$ cat config.mk
export PLATFORM = sky130hd
export DESIGN_NAME = vga_sync_gen_flat
export DESIGN_NICKNAME = d
export VERILOG_FILES = /design/src/rtl/vga_sync_gen_if.sv /design/src/rtl/vga_sync_gen.sv /design/src/flat_wrapper.sv
export SDC_FILE = /design/constraint.sdc
export NUM_CORES = 1
export LEC_CHECK = 0
export ABC_AREA = 0
export ABC_CLOCK_PERIOD_IN_PS = 2600
export CAP_MARGIN = 20
export CORE_MARGIN = 4
export CORE_UTILIZATION = 34
export CTS_CLUSTER_DIAMETER = 200
export DETAILED_ROUTE_END_ITERATION = 12
export PLACE_DENSITY = 0.62
export SETUP_SLACK_MARGIN = 0.1
export SLEW_MARGIN = 40
export SYNTH_ARGS = -nofsm -noshare
export SYNTH_HDL_FRONTEND = slang
export SYNTH_SLANG_ARGS = --single-unit
$ cat constraint.sdc
create_clock -name iClk -period 2.6 [get_ports iClk]
set_input_delay 0.78 -clock iClk [delete_from_list [all_inputs] [get_ports iClk]]
set_output_delay 0.78 -clock iClk [all_outputs]
set_load 0.005 [all_outputs]
$ cat src/rtl/vga_sync_gen_if.sv
// ----------------------------------------------------------------------------
// vga_sync_gen_if
//   Bundles the link between the horizontal pixel counter and the sync
//   generator, together with the timing outputs the generator drives.
//
//   Signals:
//     iH_Enable    : one-cycle pulse from the H counter at h = 0 of a new line
//     iH_Count     : current horizontal count, 0..H_TOTAL-1
//     oV_Count     : vertical line counter (direct view of the register)
//     oHSync       : horizontal sync, registered
//     oVSync       : vertical sync, registered
//     oVideo_On    : visible-area flag, registered
//     oPixel_X     : visible column, registered (0 outside visible area)
//     oPixel_Y     : visible row, registered (0 outside visible area)
//     oLine_Start  : strobe on the first pixel of a visible line
//     oFrame_Start : strobe on the first pixel of a frame
//
//   Modports:
//     master : the horizontal-counter side (drives iH_*, observes outputs)
//     slave  : the sync generator
// ----------------------------------------------------------------------------
interface vga_sync_gen_if;
    logic       iH_Enable;
    logic [9:0] iH_Count;
    logic [9:0] oV_Count;
    logic       oHSync;
    logic       oVSync;
    logic       oVideo_On;
    logic [9:0] oPixel_X;
    logic [9:0] oPixel_Y;
    logic       oLine_Start;
    logic       oFrame_Start;

    modport master (
        output iH_Enable, iH_Count,
        input  oV_Count, oHSync, oVSync, oVideo_On,
        input  oPixel_X, oPixel_Y, oLine_Start, oFrame_Start
    );

    modport slave (
        input  iH_Enable, iH_Count,
        output oV_Count, oHSync, oVSync, oVideo_On,
        output oPixel_X, oPixel_Y, oLine_Start, oFrame_Start
    );
endinterface

$ cat src/rtl/vga_sync_gen.sv
// ----------------------------------------------------------------------------
// vga_sync_gen
//   Vertical line counter and registered sync/video decode for the VGA core.
//   Sits behind the horizontal pixel counter: it takes the horizontal count
//   and the end-of-line enable pulse and produces HSYNC, VSYNC, video-active,
//   pixel coordinates and line/frame start strobes, all one cycle after the
//   horizontal count they belong to.
//
//   Ports:
//     iClk : pixel clock
//     iRst : asynchronous, active-high reset
//     bus  : vga_sync_gen_if.slave (iH_Enable/iH_Count in, timing out)
//
//   Parameters must satisfy H_TOTAL <= 1024 and V_TOTAL <= 1024; H_TOTAL
//   must equal the wrap limit of the upstream horizontal counter.
// ----------------------------------------------------------------------------
module vga_sync_gen #(
    parameter int unsigned H_VISIBLE  = 640,
    parameter int unsigned H_FRONT    = 16,
    parameter int unsigned H_SYNC     = 96,
    parameter int unsigned H_BACK     = 48,
    parameter int unsigned V_VISIBLE  = 480,
    parameter int unsigned V_FRONT    = 10,
    parameter int unsigned V_SYNC     = 2,
    parameter int unsigned V_BACK     = 33,
    parameter bit          H_SYNC_POL = 1'b0,
    parameter bit          V_SYNC_POL = 1'b0
) (
    input  logic           iClk,
    input  logic           iRst,
    vga_sync_gen_if.slave  bus
);

    localparam int unsigned H_TOTAL = H_VISIBLE + H_FRONT + H_SYNC + H_BACK;
    localparam int unsigned V_TOTAL = V_VISIBLE + V_FRONT + V_SYNC + V_BACK;

    localparam logic [9:0]  H_VIS_L    = 10'(H_VISIBLE);
    localparam logic [9:0]  HS_START_L = 10'(H_VISIBLE + H_FRONT);
    localparam logic [9:0]  HS_END_L   = 10'(H_VISIBLE + H_FRONT + H_SYNC - 1);
    localparam logic [9:0]  V_VIS_L    = 10'(V_VISIBLE);
    localparam logic [9:0]  VS_START_L = 10'(V_VISIBLE + V_FRONT);
    localparam logic [9:0]  VS_END_L   = 10'(V_VISIBLE + V_FRONT + V_SYNC - 1);
    localparam logic [9:0]  V_LAST_L   = 10'(V_TOTAL - 1);
    // Eleven bits so that H_TOTAL = 1024 still compares correctly.
    localparam logic [10:0] H_TOT_L    = 11'(H_TOTAL);

    localparam logic HS_ACT = H_SYNC_POL;
    localparam logic VS_ACT = V_SYNC_POL;

    logic [9:0] r_vcnt;
    logic       r_hsync;
    logic       r_vsync;
    logic       r_video_on;
    logic [9:0] r_pixel_x;
    logic [9:0] r_pixel_y;
    logic       r_line_start;
    logic       r_frame_start;

    logic [9:0] w_v_next;
    logic [9:0] w_v_eff;
    logic       w_h_valid;
    logic       w_h_vis;
    logic       w_v_vis;
    logic       w_hs_act;
    logic       w_vs_act;
    logic       w_video;
    logic       w_h_zero;

    assign w_v_next = (r_vcnt == V_LAST_L) ? 10'd0 : r_vcnt + 10'd1;

    // The enable arrives together with h = 0 of the new line, so the decode
    // must already use the line number the counter is about to take.
    assign w_v_eff  = bus.iH_Enable ? w_v_next : r_vcnt;

    // Counts beyond the line length are blanking: no video, no sync, no strobe.
    assign w_h_valid = ({1'b0, bus.iH_Count} < H_TOT_L);
    assign w_h_vis   = w_h_valid && (bus.iH_Count < H_VIS_L);
    assign w_v_vis   = (w_v_eff < V_VIS_L);
    assign w_hs_act  = w_h_valid && (bus.iH_Count >= HS_START_L)
                                 && (bus.iH_Count <= HS_END_L);
    assign w_vs_act  = (w_v_eff >= VS_START_L) && (w_v_eff <= VS_END_L);
    assign w_video   = w_h_vis && w_v_vis;
    assign w_h_zero  = (bus.iH_Count == 10'd0);

    // NOTE: the reset is in the sensitivity list, so every register drops to
    // its reset value as soon as iRst rises, not at the next clock edge.
    always_ff @(posedge iClk or posedge iRst) begin
        if (iRst) begin
            r_vcnt        <= 10'd0;
            r_hsync       <= ~HS_ACT;
            r_vsync       <= ~VS_ACT;
            r_video_on    <= 1'b0;
            r_pixel_x     <= 10'd0;
            r_pixel_y     <= 10'd0;
            r_line_start  <= 1'b0;
            r_frame_start <= 1'b0;
        end else begin
            // NOTE: non-blocking assignments keep every register sampling the
            // pre-edge values, so vcnt and the decode stay in lockstep.
            if (bus.iH_Enable) begin
                r_vcnt <= w_v_next;
            end
            r_hsync       <= w_hs_act ? HS_ACT : ~HS_ACT;
            r_vsync       <= w_vs_act ? VS_ACT : ~VS_ACT;
            r_video_on    <= w_video;
            r_pixel_x     <= w_video ? bus.iH_Count : 10'd0;
            r_pixel_y     <= w_video ? w_v_eff : 10'd0;
            r_line_start  <= w_h_zero && w_v_vis;
            r_frame_start <= w_h_zero && (w_v_eff == 10'd0);
        end
    end

    assign bus.oV_Count     = r_vcnt;
    assign bus.oHSync       = r_hsync;
    assign bus.oVSync       = r_vsync;
    assign bus.oVideo_On    = r_video_on;
    assign bus.oPixel_X     = r_pixel_x;
    assign bus.oPixel_Y     = r_pixel_y;
    assign bus.oLine_Start  = r_line_start;
    assign bus.oFrame_Start = r_frame_start;

endmodule

$ cat src/flat_wrapper.sv
// flat-port wrapper written by rule: the top's interface ports become plain ports
module vga_sync_gen_flat 
#(
    parameter int unsigned H_VISIBLE  = 640,
    parameter int unsigned H_FRONT    = 16,
    parameter int unsigned H_SYNC     = 96,
    parameter int unsigned H_BACK     = 48,
    parameter int unsigned V_VISIBLE  = 480,
    parameter int unsigned V_FRONT    = 10,
    parameter int unsigned V_SYNC     = 2,
    parameter int unsigned V_BACK     = 33,
    parameter bit          H_SYNC_POL = 1'b0,
    parameter bit          V_SYNC_POL = 1'b0
)
  (iClk, iRst, bus_iH_Enable, bus_iH_Count, bus_oV_Count, bus_oHSync, bus_oVSync, bus_oVideo_On, bus_oPixel_X, bus_oPixel_Y, bus_oLine_Start, bus_oFrame_Start);
  vga_sync_gen_if bus_i ();
  input  logic iClk;
  input  logic iRst;
  input wire logic [$bits(bus_i.iH_Enable)-1:0] bus_iH_Enable;
  input wire logic [$bits(bus_i.iH_Count)-1:0] bus_iH_Count;
  output wire logic [$bits(bus_i.oV_Count)-1:0] bus_oV_Count;
  output wire logic [$bits(bus_i.oHSync)-1:0] bus_oHSync;
  output wire logic [$bits(bus_i.oVSync)-1:0] bus_oVSync;
  output wire logic [$bits(bus_i.oVideo_On)-1:0] bus_oVideo_On;
  output wire logic [$bits(bus_i.oPixel_X)-1:0] bus_oPixel_X;
  output wire logic [$bits(bus_i.oPixel_Y)-1:0] bus_oPixel_Y;
  output wire logic [$bits(bus_i.oLine_Start)-1:0] bus_oLine_Start;
  output wire logic [$bits(bus_i.oFrame_Start)-1:0] bus_oFrame_Start;
  assign bus_i.iH_Enable = bus_iH_Enable;
  assign bus_i.iH_Count = bus_iH_Count;
  assign bus_oV_Count = bus_i.oV_Count;
  assign bus_oHSync = bus_i.oHSync;
  assign bus_oVSync = bus_i.oVSync;
  assign bus_oVideo_On = bus_i.oVideo_On;
  assign bus_oPixel_X = bus_i.oPixel_X;
  assign bus_oPixel_Y = bus_i.oPixel_Y;
  assign bus_oLine_Start = bus_i.oLine_Start;
  assign bus_oFrame_Start = bus_i.oFrame_Start;
  vga_sync_gen #(.H_VISIBLE(H_VISIBLE), .H_FRONT(H_FRONT), .H_SYNC(H_SYNC), .H_BACK(H_BACK), .V_VISIBLE(V_VISIBLE), .V_FRONT(V_FRONT), .V_SYNC(V_SYNC), .V_BACK(V_BACK), .H_SYNC_POL(H_SYNC_POL), .V_SYNC_POL(V_SYNC_POL)) u_core (.iClk(iClk), .iRst(iRst), .bus(bus_i));
endmodule
# After elaboration in Yosys (flattened, before gate mapping)
# Index checks and enable logic that the tools add are counted.
# totals
in_bits	13
ff_bits	35
wordCells	32
output_inout_bits	35
# op_classes
reduce_logical	9
n_addsub	1
n_mux	6
n_eq_ne	1
n_lt_le_gt_ge	7
# op_table
operator	count
2-to-1 mux 10 bit	4
logical NOT 10 bit	2
< comparator 10 bit (second input constant)	2
adder 10 x 1 -> 10 bit (second input constant)	1
== test 10 bit (second input constant)	1
greater-or-equal comparator 10 bit (second input constant)	1
greater-or-equal comparator 10 x 9 -> 1 bit (second input constant)	1
less-or-equal comparator 10 bit (second input constant)	1
less-or-equal comparator 10 x 9 -> 1 bit (second input constant)	1
< comparator 10 x 9 -> 1 bit (second input constant)	1
logical AND 1 bit	7
2-to-1 mux 1 bit	2

# Depth between registers and ports, before layout
# depth
ltp_word	6
ltp_mapped	9
ltp_nobuf	7

# Least setup slack after synthesis
# No wires, ideal clock.
# synth_timing
path_type	input port to flip-flop
startpoint	in bus_iH_Enable
endpoint	reg u_core.r_pixel_x[0], in the netlist u_core.bus.oPixel_X[0]
required_ns	2.483
path_buffers	1
setup_slack_ns	0.366
stages	7
arrival_time_ns	2.118
cell_sequence	nand4_4 -> or4_1 -> a22oi_2 -> a311o_4 -> inv_2 -> buf_6 -> and2_4
# synth_between
elab_chain_cells	4
# synth_lines
element	line_no	source
from (decl)	flat_wrapper.sv:19	input wire logic [$bits(bus_i.iH_Enable)-1:0] bus_iH_Enable;
2-to-1 mux 10 bit	vga_sync_gen.sv:73	assign w_v_eff = bus.iH_Enable ? w_v_next : r_vcnt;
net u_core.w_v_eff[9]	vga_sync_gen.sv:60	logic [9:0] w_v_eff;
< comparator 10 x 9 -> 1 bit	vga_sync_gen.sv:78	assign w_v_vis = (w_v_eff < V_VIS_L);
logical AND 1 bit	vga_sync_gen.sv:82	assign w_video = w_h_vis && w_v_vis;
net u_core.w_video	vga_sync_gen.sv:66	logic w_video;
2-to-1 mux 10 bit	vga_sync_gen.sv:106	r_pixel_x <= w_video ? bus.iH_Count : 10'd0;
to (signal assigned)	vga_sync_gen.sv:106	
to (decl)	vga_sync_gen.sv:54	logic [9:0] r_pixel_x;
# The timed path passes the listed nets, and every way through them passes these cells.

# Worst setup path after layout
# layout_timing
startpoint	in bus_iH_Enable
endpoint	reg u_core.r_pixel_x[9], in the netlist u_core.bus.oPixel_X[9]
# layout_between
elab_chain_cells	4
# layout_lines
element	line_no
2-to-1 mux 10 bit	vga_sync_gen.sv:73
net u_core.w_v_eff[9]	vga_sync_gen.sv:60
< comparator 10 x 9 -> 1 bit	vga_sync_gen.sv:78
logical AND 1 bit	vga_sync_gen.sv:82
2-to-1 mux 10 bit	vga_sync_gen.sv:106
# The timed path passes the listed nets, and every way through them passes these cells.

==> impl_metrics.tcl <==
set metrics [dict create \
    dp_hpwl_um 2880 \
    synth_top_area_share_pct 54.2 \
    nNetsFinal 208 \
    post-synth-top-count-cell "dfrtp_1" \
    initial_core_util_pct 35.0 \
    grt_usage_pct 15.0 \
    postCtsSetupBuffers 0 \
    power_density_nw_per_um2 779 \
    setup_slack_ps 195 \
    drt-pass1-iter-count 4 \
    rsz0062_at_grt "no" \
    grt_pass1_wl_um 6120 \
    fill_cells 401 \
    diodes 0 \
    setup_viol 0 \
    area.growth.synth_to_final_pct 43.1 \
    crit_slowest_cell "or4_1" \
    die_y_um 75.0 \
    max_stage_delay_ps 540 \
    core_area_sq_um 4350 \
    vias 1207 \
    cts-htree-levels 2 \
    critPathMaxFanout 13 \
    worst_ep_required_time_ps 2780 \
    wl_per_cell_um 15.5 \
    drtAntennaViolNets 0 \
    finalHoldViolCount 0 \
    place.detailed.instances 238 \
    slew_violations 0 \
    regArea_sq_um 878 \
    wirelength_um 3820 \
    cts_tree "built" \
    p_leak_nw 0.985 \
    synth_edf_count 0 \
    yosysWarnings 0 \
    syn_nets 151 \
    fin_cells 246 \
    cp_num_buf_inv 2 \
    cts-root-buf "clkbuf_8" \
    ys_seq_elements 35 \
    drive_gt1_share_pct 16.5 \
    hold_class "register to register" \
    dp_slack_ps -140 \
    drt_iter0_drc 63 \
    crit_path_cell_trace "clkdlybuf4s50_1 > nand4_4 > or4_1 > a22oi_2 > a311o_4 > inv_4 > and2_1" \
    grt_max_degree 36 \
    ys_seq_area_share_pct 57.6 \
    worstSetupEndpointType "register" \
    rows 24 \
    multiInputGateArea_sq_um 568 \
    grt_pass1_vias 1270 \
    yosys-top-cells-area "dfrtp_1 (54%), and2_4 (5.2%), dfstp_2 (3.4%)" \
    finalCritPeriodShare_pct 92.5 \
    antenna_found_initial 0 \
    cp_top_family "simple AND/OR/NAND/NOR gates" \
    status "complete, no violations" \
    syn-instance-count 136 \
    cts_buffers 5 \
    ctsResizeCount 0 \
    whs_ps 727 \
    path_clk_slew_ps 70 \
    drv_cap 0 \
    netlist_top_cells_count "dfrtp_1 (33), inv_1 (11), nor2_1 (10), and2_4 (9), nand2_1 (8)" \
    irDropWorstVdd_mv 0.485 \
    route.detailed.drc 0 \
    arrival_ps 2580 \
    dieArea_sq_um 5620 \
    max_freq_mhz 416 \
    ctsHoldBuffers 0 \
    dieWidth_um 75.0 \
    insertion_delay_ps 280 \
    cts_buffer_depth 2 \
    finalCriticalPeriod_ps 2400 \
    synth_top_area_cell "dfrtp_1" \
    syn_avg_cell_area_sq_um 11.2 \
    place_congestion 0.906 \
    clock-sinks 35 \
    cp-start-kind "input port" \
    synth-async-reset-ratio_pct 100 \
    io_buffer_count 47 \
    synth_cell_type_count 39 \
    vias_per_cell 4.91 \
    clock_skew_ps 2.09 \
    synth_area_sq_um 1520 \
    crit_type "input port to register" \
    gr-total-overflow 0 \
    synth_top_flop_cell "dfrtp_1" \
    ios 48 \
]
layout by cell type, fill, tap and decap left out, drive strengths merged, types with 2 or more instances in the layout:
cell            n
a31oi           3
and2           12
xnor2           4
o21ai           3
clkdlybuf4s50  47
nand4           6
a22oi           2
a21oi           3
dfstp           2
dfrtp          33
inv            12
nor2           10
nand3           4
ha              2
clkinv          3
clkbuf          5
buf             9
mux2i           2
or4             3
nor4            3
nand2           8
nor3            4
sequential cells by signal, indices dropped and copies added, names as in the netlist:
name	cells
u_core.bus.oHSync	1
u_core.bus.oPixel_Y	10
u_core.bus.oVideo_On	1
u_core.bus.oFrame_Start	1
u_core.bus.oPixel_X	10
u_core.bus.oVSync	1
u_core.bus.oLine_Start	1
u_core.bus.oV_Count	10
where the power goes:
group / switching [mW] / internal, mW / leakage (nW)
sequential: 0.130 / 0.637 / 0.437
clock: 0.195 / 0.183 / 0.0477
combinational: 0.229 / 0.323 / 0.500
total: 0.554 / 1.14 / 0.985
final cells by class:
cell class | count | area share, %
Inverter | 12 | 2.18
Clock buffer | 5 | 3.16
Multi-Input combinational cell | 83 | 26.0
Tap cell | 52 | 2.98
Sequential cell | 35 | 40.3
Timing Repair Buffer | 56 | 24.7
Clock inverter | 3 | 0.688
metal layers:
metal | track usage, % | share of wire, % | vias to the layer above
met5 | 0 | 0 | -
met4 | 7.31 | 2.9 | 0
met3 | 4.67 | 10 | 11
met2 | 23.0 | 43 | 60
met1 | 19.1 | 44 | 556
li1 | - | - | 580
path summary, 6_finish.rpt:
kind,depth (start not counted),startpoint,endpoint,slack (ps)
hold / removal,2,u_core.bus.oV_Count[8],u_core.bus.oV_Count[8],730
setup / recovery,7,bus_iH_Enable,u_core.bus.oPixel_X[9],200
setup reg to reg,5,u_core.bus.oV_Count[8],u_core.bus.oVSync,500
max in group asynchronous,3,iRst,u_core.bus.oVSync,1360
min in group asynchronous,3,iRst,u_core.bus.oPixel_Y[9],900
hold reg to reg,2,u_core.bus.oV_Count[8],u_core.bus.oV_Count[8],730
kinds of logic (layout without fill, tap and decap cells):
logic type,Yosys count,in the layout,share of synthesized area [%]
flip-flops,35,35,57.6
AO/OA/AOI/OAI,16,16,7.88
AND/OR/NAND/NOR,57,57,23.3
XOR/XNOR,5,5,2.87
multiplexers,2,2,1.31
adder cells (fa/ha/maj),2,2,1.64
other,1,1,0.246
buffers and inverters,18,76,5.09
through the flow:
step	TNS, ps	total power, mW	utilization, %	instance area, sq um
2_1_floorplan	0	0.997	-	1520
3_3_place_gp	-1170	1.32	48.1	2090
3_5_place_dp	-2260	1.33	48.1	2090
4_1_cts	0	1.72	50.0	2180
5_1_grt	0	1.81	50.1	2180
6_report	0	1.70	50.1	2180
tightest hold or removal path, cell delays in order (launching register included):
cell     delay (ps)
dfrtp_1         490
xnor2_1         150
inv_1            60
Power figures use the tool's default switching activity.
